==> src/rtl/fsm_job_driver_pkg.sv <==
// Shared definitions for the example_fsm job driver: engine one-hot bit indices,
// driver state encodings and a one-hot test helper.
package fsm_job_driver_pkg;

  localparam int STATE_W      = 5;
  localparam int ST_IDLE      = 0;
  localparam int ST_PIPE1     = 1;
  localparam int ST_PIPE2     = 2;
  localparam int ST_LOAD_NEXT = 3;
  localparam int ST_LOAD_DOUT = 4;

  typedef enum logic [2:0] {
    D_IDLE  = 3'd0,
    D_START = 3'd1,
    D_ACK   = 3'd2,
    D_RUN   = 3'd3,
    D_DONE  = 3'd4
  } drv_state_t;

  function automatic logic is_onehot(input logic [STATE_W-1:0] s);
    return (s != '0) && ((s & (s - {{(STATE_W-1){1'b0}}, 1'b1})) == '0);
  endfunction

endpackage

==> src/rtl/fsm_watchdog.sv <==
// Start-ack watchdog: counts enabled cycles, hit is high on the TMO_MAX-th consecutive one.
// Clear wins over enable; the count parks at the hit value until cleared.
module fsm_watchdog #(
  parameter int TMO_W   = 6,
  parameter int TMO_MAX = 40
) (
  input  logic clock,
  input  logic reset,
  input  logic clr,
  input  logic en,
  output logic hit
);

  localparam logic [TMO_W-1:0] LAST = TMO_W'(TMO_MAX - 1);

  logic [TMO_W-1:0] cnt;

  assign hit = en && (cnt == LAST);

  always_ff @(posedge clock) begin
    if (!reset || clr) begin
      cnt <= '0;
    end else if (en && !hit) begin
      cnt <= cnt + TMO_W'(1);
    end
  end

endmodule

==> src/rtl/fsm_job_driver.sv <==
// Job initiator for example_fsm: starts the engine, counts passes, raises done for the last pass.
// Optional one-hot state checking (err_onehot port) is built when FSM_ONEHOT_CHECK_EN is defined.
module fsm_job_driver
  import fsm_job_driver_pkg::*;
#(
  parameter int ITER_W  = 8,
  parameter int TMO_W   = 6,
  parameter int TMO_MAX = 40
) (
  input  logic               clock,
  input  logic               reset,
  input  logic               job_valid,
  output logic               job_ready,
  input  logic [ITER_W-1:0]  job_iters,
  output logic               din_rdy,
  output logic               done,
  input  logic [STATE_W-1:0] state,
  output logic               job_done,
  output logic [ITER_W-1:0]  job_passes,
  output logic               err_tmo
`ifdef FSM_ONEHOT_CHECK_EN
  ,
  output logic               err_onehot
`endif
);

  drv_state_t        fsm;
  logic [ITER_W-1:0] target;
  logic [ITER_W-1:0] pass;
  logic              wd_en;
  logic              wd_clr;
  logic              wd_hit;
  logic              abort;
  logic              last_pass;

  // The engine's IDLE bit carries no information the driver acts on.
  logic unused_state_idle;
  assign unused_state_idle = state[ST_IDLE];

  assign wd_en     = (fsm == D_ACK);
  assign wd_clr    = (fsm != D_ACK);
  assign last_pass = (pass == target - ITER_W'(1));

`ifdef FSM_ONEHOT_CHECK_EN
  logic bad_state;
  assign bad_state = !is_onehot(state);
  assign abort     = bad_state;
`else
  assign abort     = 1'b0;
`endif

  fsm_watchdog #(
    .TMO_W   (TMO_W),
    .TMO_MAX (TMO_MAX)
  ) u_watchdog (
    .clock (clock),
    .reset (reset),
    .clr   (wd_clr),
    .en    (wd_en),
    .hit   (wd_hit)
  );

  always_ff @(posedge clock) begin
    if (!reset) begin
      fsm        <= D_IDLE;
      job_ready  <= 1'b1;
      din_rdy    <= 1'b0;
      done       <= 1'b0;
      job_done   <= 1'b0;
      job_passes <= '0;
      err_tmo    <= 1'b0;
      target     <= '0;
      pass       <= '0;
`ifdef FSM_ONEHOT_CHECK_EN
      err_onehot <= 1'b0;
`endif
    end else begin
`ifdef FSM_ONEHOT_CHECK_EN
      if (bad_state) begin
        err_onehot <= 1'b1;
      end
`endif
      case (fsm)
        D_IDLE: begin
          if (job_valid) begin
            target    <= (job_iters == '0) ? ITER_W'(1) : job_iters;
            pass      <= '0;
            job_ready <= 1'b0;
            din_rdy   <= 1'b1;
            fsm       <= D_START;
          end
        end

        D_START: begin
          din_rdy <= 1'b0;
          fsm     <= D_ACK;
        end

        // Engine acknowledgement beats a simultaneous watchdog hit.
        D_ACK: begin
          if (abort) begin
            job_ready <= 1'b1;
            fsm       <= D_IDLE;
          end else if (state[ST_PIPE1]) begin
            fsm <= D_RUN;
          end else if (wd_hit) begin
            err_tmo   <= 1'b1;
            job_ready <= 1'b1;
            fsm       <= D_IDLE;
          end
        end

        D_RUN: begin
          if (abort) begin
            done      <= 1'b0;
            job_ready <= 1'b1;
            fsm       <= D_IDLE;
          end else begin
            if (state[ST_LOAD_NEXT] && (pass != '1)) begin
              pass <= pass + ITER_W'(1);
            end
            // LOAD_DOUT may arrive early; the short count is reported as-is.
            if (state[ST_LOAD_DOUT]) begin
              done       <= 1'b0;
              job_done   <= 1'b1;
              job_passes <= pass;
              fsm        <= D_DONE;
            end else begin
              done <= state[ST_PIPE2] && last_pass;
            end
          end
        end

        D_DONE: begin
          job_done  <= 1'b0;
          job_ready <= 1'b1;
          fsm       <= D_IDLE;
        end

        default: begin
          din_rdy   <= 1'b0;
          done      <= 1'b0;
          job_done  <= 1'b0;
          job_ready <= 1'b1;
          fsm       <= D_IDLE;
        end
      endcase
    end
  end

endmodule

==> config.mk <==
export PLATFORM = sky130hd
export DESIGN_NAME = fsm_job_driver
export DESIGN_NICKNAME = d
export VERILOG_FILES = /design/src/rtl/fsm_job_driver_pkg.sv /design/src/rtl/fsm_watchdog.sv /design/src/rtl/fsm_job_driver.sv
export SDC_FILE = /design/constraint.sdc
export NUM_CORES = 1
export LEC_CHECK = 0
export ABC_CLOCK_PERIOD_IN_PS = 2450
export CORE_UTILIZATION = 33
export CTS_BUF_LIST = sky130_fd_sc_hd__clkbuf_4 sky130_fd_sc_hd__clkbuf_8
export CTS_CLUSTER_DIAMETER = 30
export DETAILED_ROUTE_END_ITERATION = 10
export PLACE_DENSITY_LB_ADDON = 0.2
export SYNTH_ARGS = -nofsm -noshare
export SYNTH_HDL_FRONTEND = slang
export SYNTH_SLANG_ARGS = --single-unit
==> constraint.sdc <==
create_clock -name clock -period 2.45 [get_ports clock]
set_input_delay 0.245 -clock clock [delete_from_list [all_inputs] [get_ports clock]]
set_output_delay 0.245 -clock clock [all_outputs]
set_load 0.03 [all_outputs]
==> flow_summary.yaml <==
sta:
  tightest_slew_ns: 0.533
  slew-limit-headroom: 0.643
  tns_ns: 0
  setup_viol: 0
  hold_viol_final: 0
  layout_setup_ws_ns: 0.512
  slew_viol_final: 0
  clock.fmax_mhz: 516
  rsz0062_at_grt: "false"
  period_share: 0.791
  period_minus_slack_ns: 1.94
  fin_skew_ns: 0.00337
worst_hold_path:
  whs_endpoint: "job_passes[4]"
  min_from: "job_passes[4]"
  hold_path_class: "register to register"
  min_path_cells: 2
die:
  rows: 26
  ioPinCount: 29
  core_area_um2: 5240
  start_util: 0.353
  die_area_um2: 5910
  die_h_um: 76.9
  die-width_um: 76.9
yosys:
  syn-num-nets: 237
  ys_types: 42
  syn_area_um2: 1850
  synth-edff-count: 0
  async_reset_ff_frac: 0
  synthFlopType: "dfxtp_1"
  syn_inst: 218
  synth_seq_area_share: 0.411
  syn_area_per_cell_um2: 8.48
  ys_seq_elements: 38
  yosysWarnings: 0
global_routing:
  grt_overflow_total: 0
  track_usage: 0.140
  grt_pass1_wl_um: 6620
  grt_max_degree: 25
  antenna_found_initial: 0
  grt_pass1_vias: 1394
pwr:
  p_switching_mw: 0.324
  p_clk_frac: 0.395
  irDropWorstVdd_v: 0.000379
  switching_share: 0.237
  seq_power_share: 0.483
  comb_power_share: 0.122
  power.leakage_nw: 0.818
  power_density_nw_per_um2: 603
  p_int_mw: 1.05
detailed_routing:
  via_per_inst: 4.89
  wl_per_cell_um: 11.9
  detail_route.iter0.violations: 38
  dr.pass1.iters: 4
  drtAntennaViolNets: 0
  drc: 0
  wirelength_um: 3710
  vias: 1527
clocking:
  post_cts_resized: 0
  cts_tree: "built"
  root_buffer: "clkbuf_8"
  clk_pin_slew_worst_paths_ns: 0.07
  htreeDepth: 2
  worstSkewPairLatency_ns: 0.28
  clock_sinks: 38
  postCtsSetupRepairBufs: 0
  cts.path.max_buffers: 2
  cts_made_buffers: 5
  holdBufCountCts: 0
critical_path:
  path_buf_inv: 0
  reg2reg_depth: 5
  path_cells: "nor2b_1 -> and4b_1 -> nand4_1 -> a2111oi_0 -> o221a_1"
  rr_startpoint: "fsm[1]"
  crit_family: "simple AND/OR/NAND/NOR gates"
  crit_path_start_kind: "register"
  arrival_ns: 2.17
  setup.worst_path.class: "register to register"
  cp-end-kind: "register"
  critPathMaxFanout: 12
  critPathRequiredTime_ns: 2.68
  r2r-end: "done"
  crit_slowest_cell: "dfxtp_1"
  ff2ff_setup_slack_ns: 0.51
  critical-path-max-stage-delay_ns: 0.57
final_layout:
  final_core_util: 0.433
  syn_to_final_growth_pct: 22.7
  final_layout_size_suffix_gt1_frac: 0.0620
  layoutNonFillerInstCount: 312
  antennaDiodeCount: 0
  finalNetCount: 261
  fin_area_um2: 2270
placed_design:
  dpl-instance-area_um2: 2160
  port_buffers: 27
  dp_hpwl_um: 2690
  dp_cells: 305
  pre_cts_slack_ns: 0.538
  place.gp.congestion: 0.780
outcome:
  status: "complete, no violations"
job:
  drv_cap: 0
power groups by stage:
| stage | clock network, mW | logic, mW | registers [mW] |
|---|---|---|---|
| after floorplan | 0 | 0.115 | 0.671 |
| after global placement | 0 | 0.167 | 0.675 |
| after detailed placement | 0 | 0.167 | 0.676 |
| after CTS | 0.557 | 0.169 | 0.661 |
| after global routing | 0.585 | 0.188 | 0.665 |
| final | 0.541 | 0.167 | 0.661 |
kinds of logic after synthesis:
group,synth area share
mux,0.0217
fa+ha+maj,0.0203
compound gates,0.175
buf+inv,0.0372
xor+xnor,0.0805
simple gates,0.254
flops,0.411
per-layer routing:
| layer | up-vias | share of wire | global-route usage |
|---|---|---|---|
| li1 | 805 | - | - |
| met1 | 690 | 0.53 | 0.197 |
| met2 | 28 | 0.42 | 0.207 |
| met3 | 4 | 0.037 | 0.0345 |
| met4 | 0 | 0.0078 | 0.0462 |
| met5 | - | 0 | 0 |
layout by cell type, fill, tap and decap left out, types with 2 or more instances in the layout:
master,n
nand4_1,4
a21oi_1,9
dfxtp_1,38
nand2_1,42
nand3b_1,2
nor3_1,5
clkdlybuf4s50_1,27
mux2i_1,4
and2_1,3
xnor2_1,6
a31oi_1,2
nor2_1,16
a21boi_0,18
nor2b_1,3
o21ai_0,6
xor2_1,11
nand3_1,10
inv_1,3
nor3_2,2
clkbuf_8,6
and3_1,2
ha_1,3
cells in the mapped netlist (all sizes together) (2+ instances only):
cell type / instances / area [um2]
nand2: 42 / 158
dfxtp: 38 / 761
a21boi: 18 / 135
nor2: 16 / 60.1
xor2: 11 / 96.3
nand3: 10 / 50.1
a21oi: 9 / 45.0
nor3: 7 / 45.0
buf: 6 / 38.8
o21ai: 6 / 30.0
xnor2: 6 / 52.6
clkbuf: 5 / 18.8
mux2i: 4 / 40.0
nand4: 4 / 25.0
and2: 3 / 18.8
and3: 3 / 23.8
ha: 3 / 37.5
inv: 3 / 11.3
nor2b: 3 / 18.8
a31oi: 2 / 12.5
nand3b: 2 / 15.0
flip-flops by register name (all words and copies together) (netlist names):
name / flops
job_passes: 8
pass: 8
target: 8
u_watchdog.cnt: 6
fsm: 3
din_rdy: 1
done: 1
err_tmo: 1
job_done: 1
job_ready: 1
stage by stage:
stage,power (mW),hold slack (ns)
6_report,1.37,0.463
5_1_grt,1.44,0.493
4_1_cts,1.39,0.470
3_3_place_gp,0.842,0.455
3_5_place_dp,0.843,0.460
2_1_floorplan,0.787,0.390
final cells by class:
type,count,area (um2)
Clock buffer,6,82.6
Clock inverter,1,30.0
Fill cell,541,2970
Inverter,3,11.3
Multi-Input combinational cell,166,1020
Sequential cell,38,761
Tap cell,70,87.6
Timing Repair Buffer,28,278
worst min-delay path, stage by stage (launching register included):
cell,delay (ns)
dfxtp_1,0.31
nand2_1,0.04
a21boi_0,0.06
worst max path at each step:
| stage | from | to | slack, ns | cells after the start |
|---|---|---|---|---|
| final | fsm[1] | done | 0.51 | 5 |
| after floorplan | target[0] | done | 0.91 | 7 |
| after global placement | fsm[1] | done | 0.55 | 5 |
| after CTS | fsm[1] | done | 0.51 | 5 |
| after global routing | fsm[1] | done | 0.41 | 5 |
| after detailed placement | fsm[1] | done | 0.54 | 5 |
No activity file was read; power rests on OpenSTA's default activity.
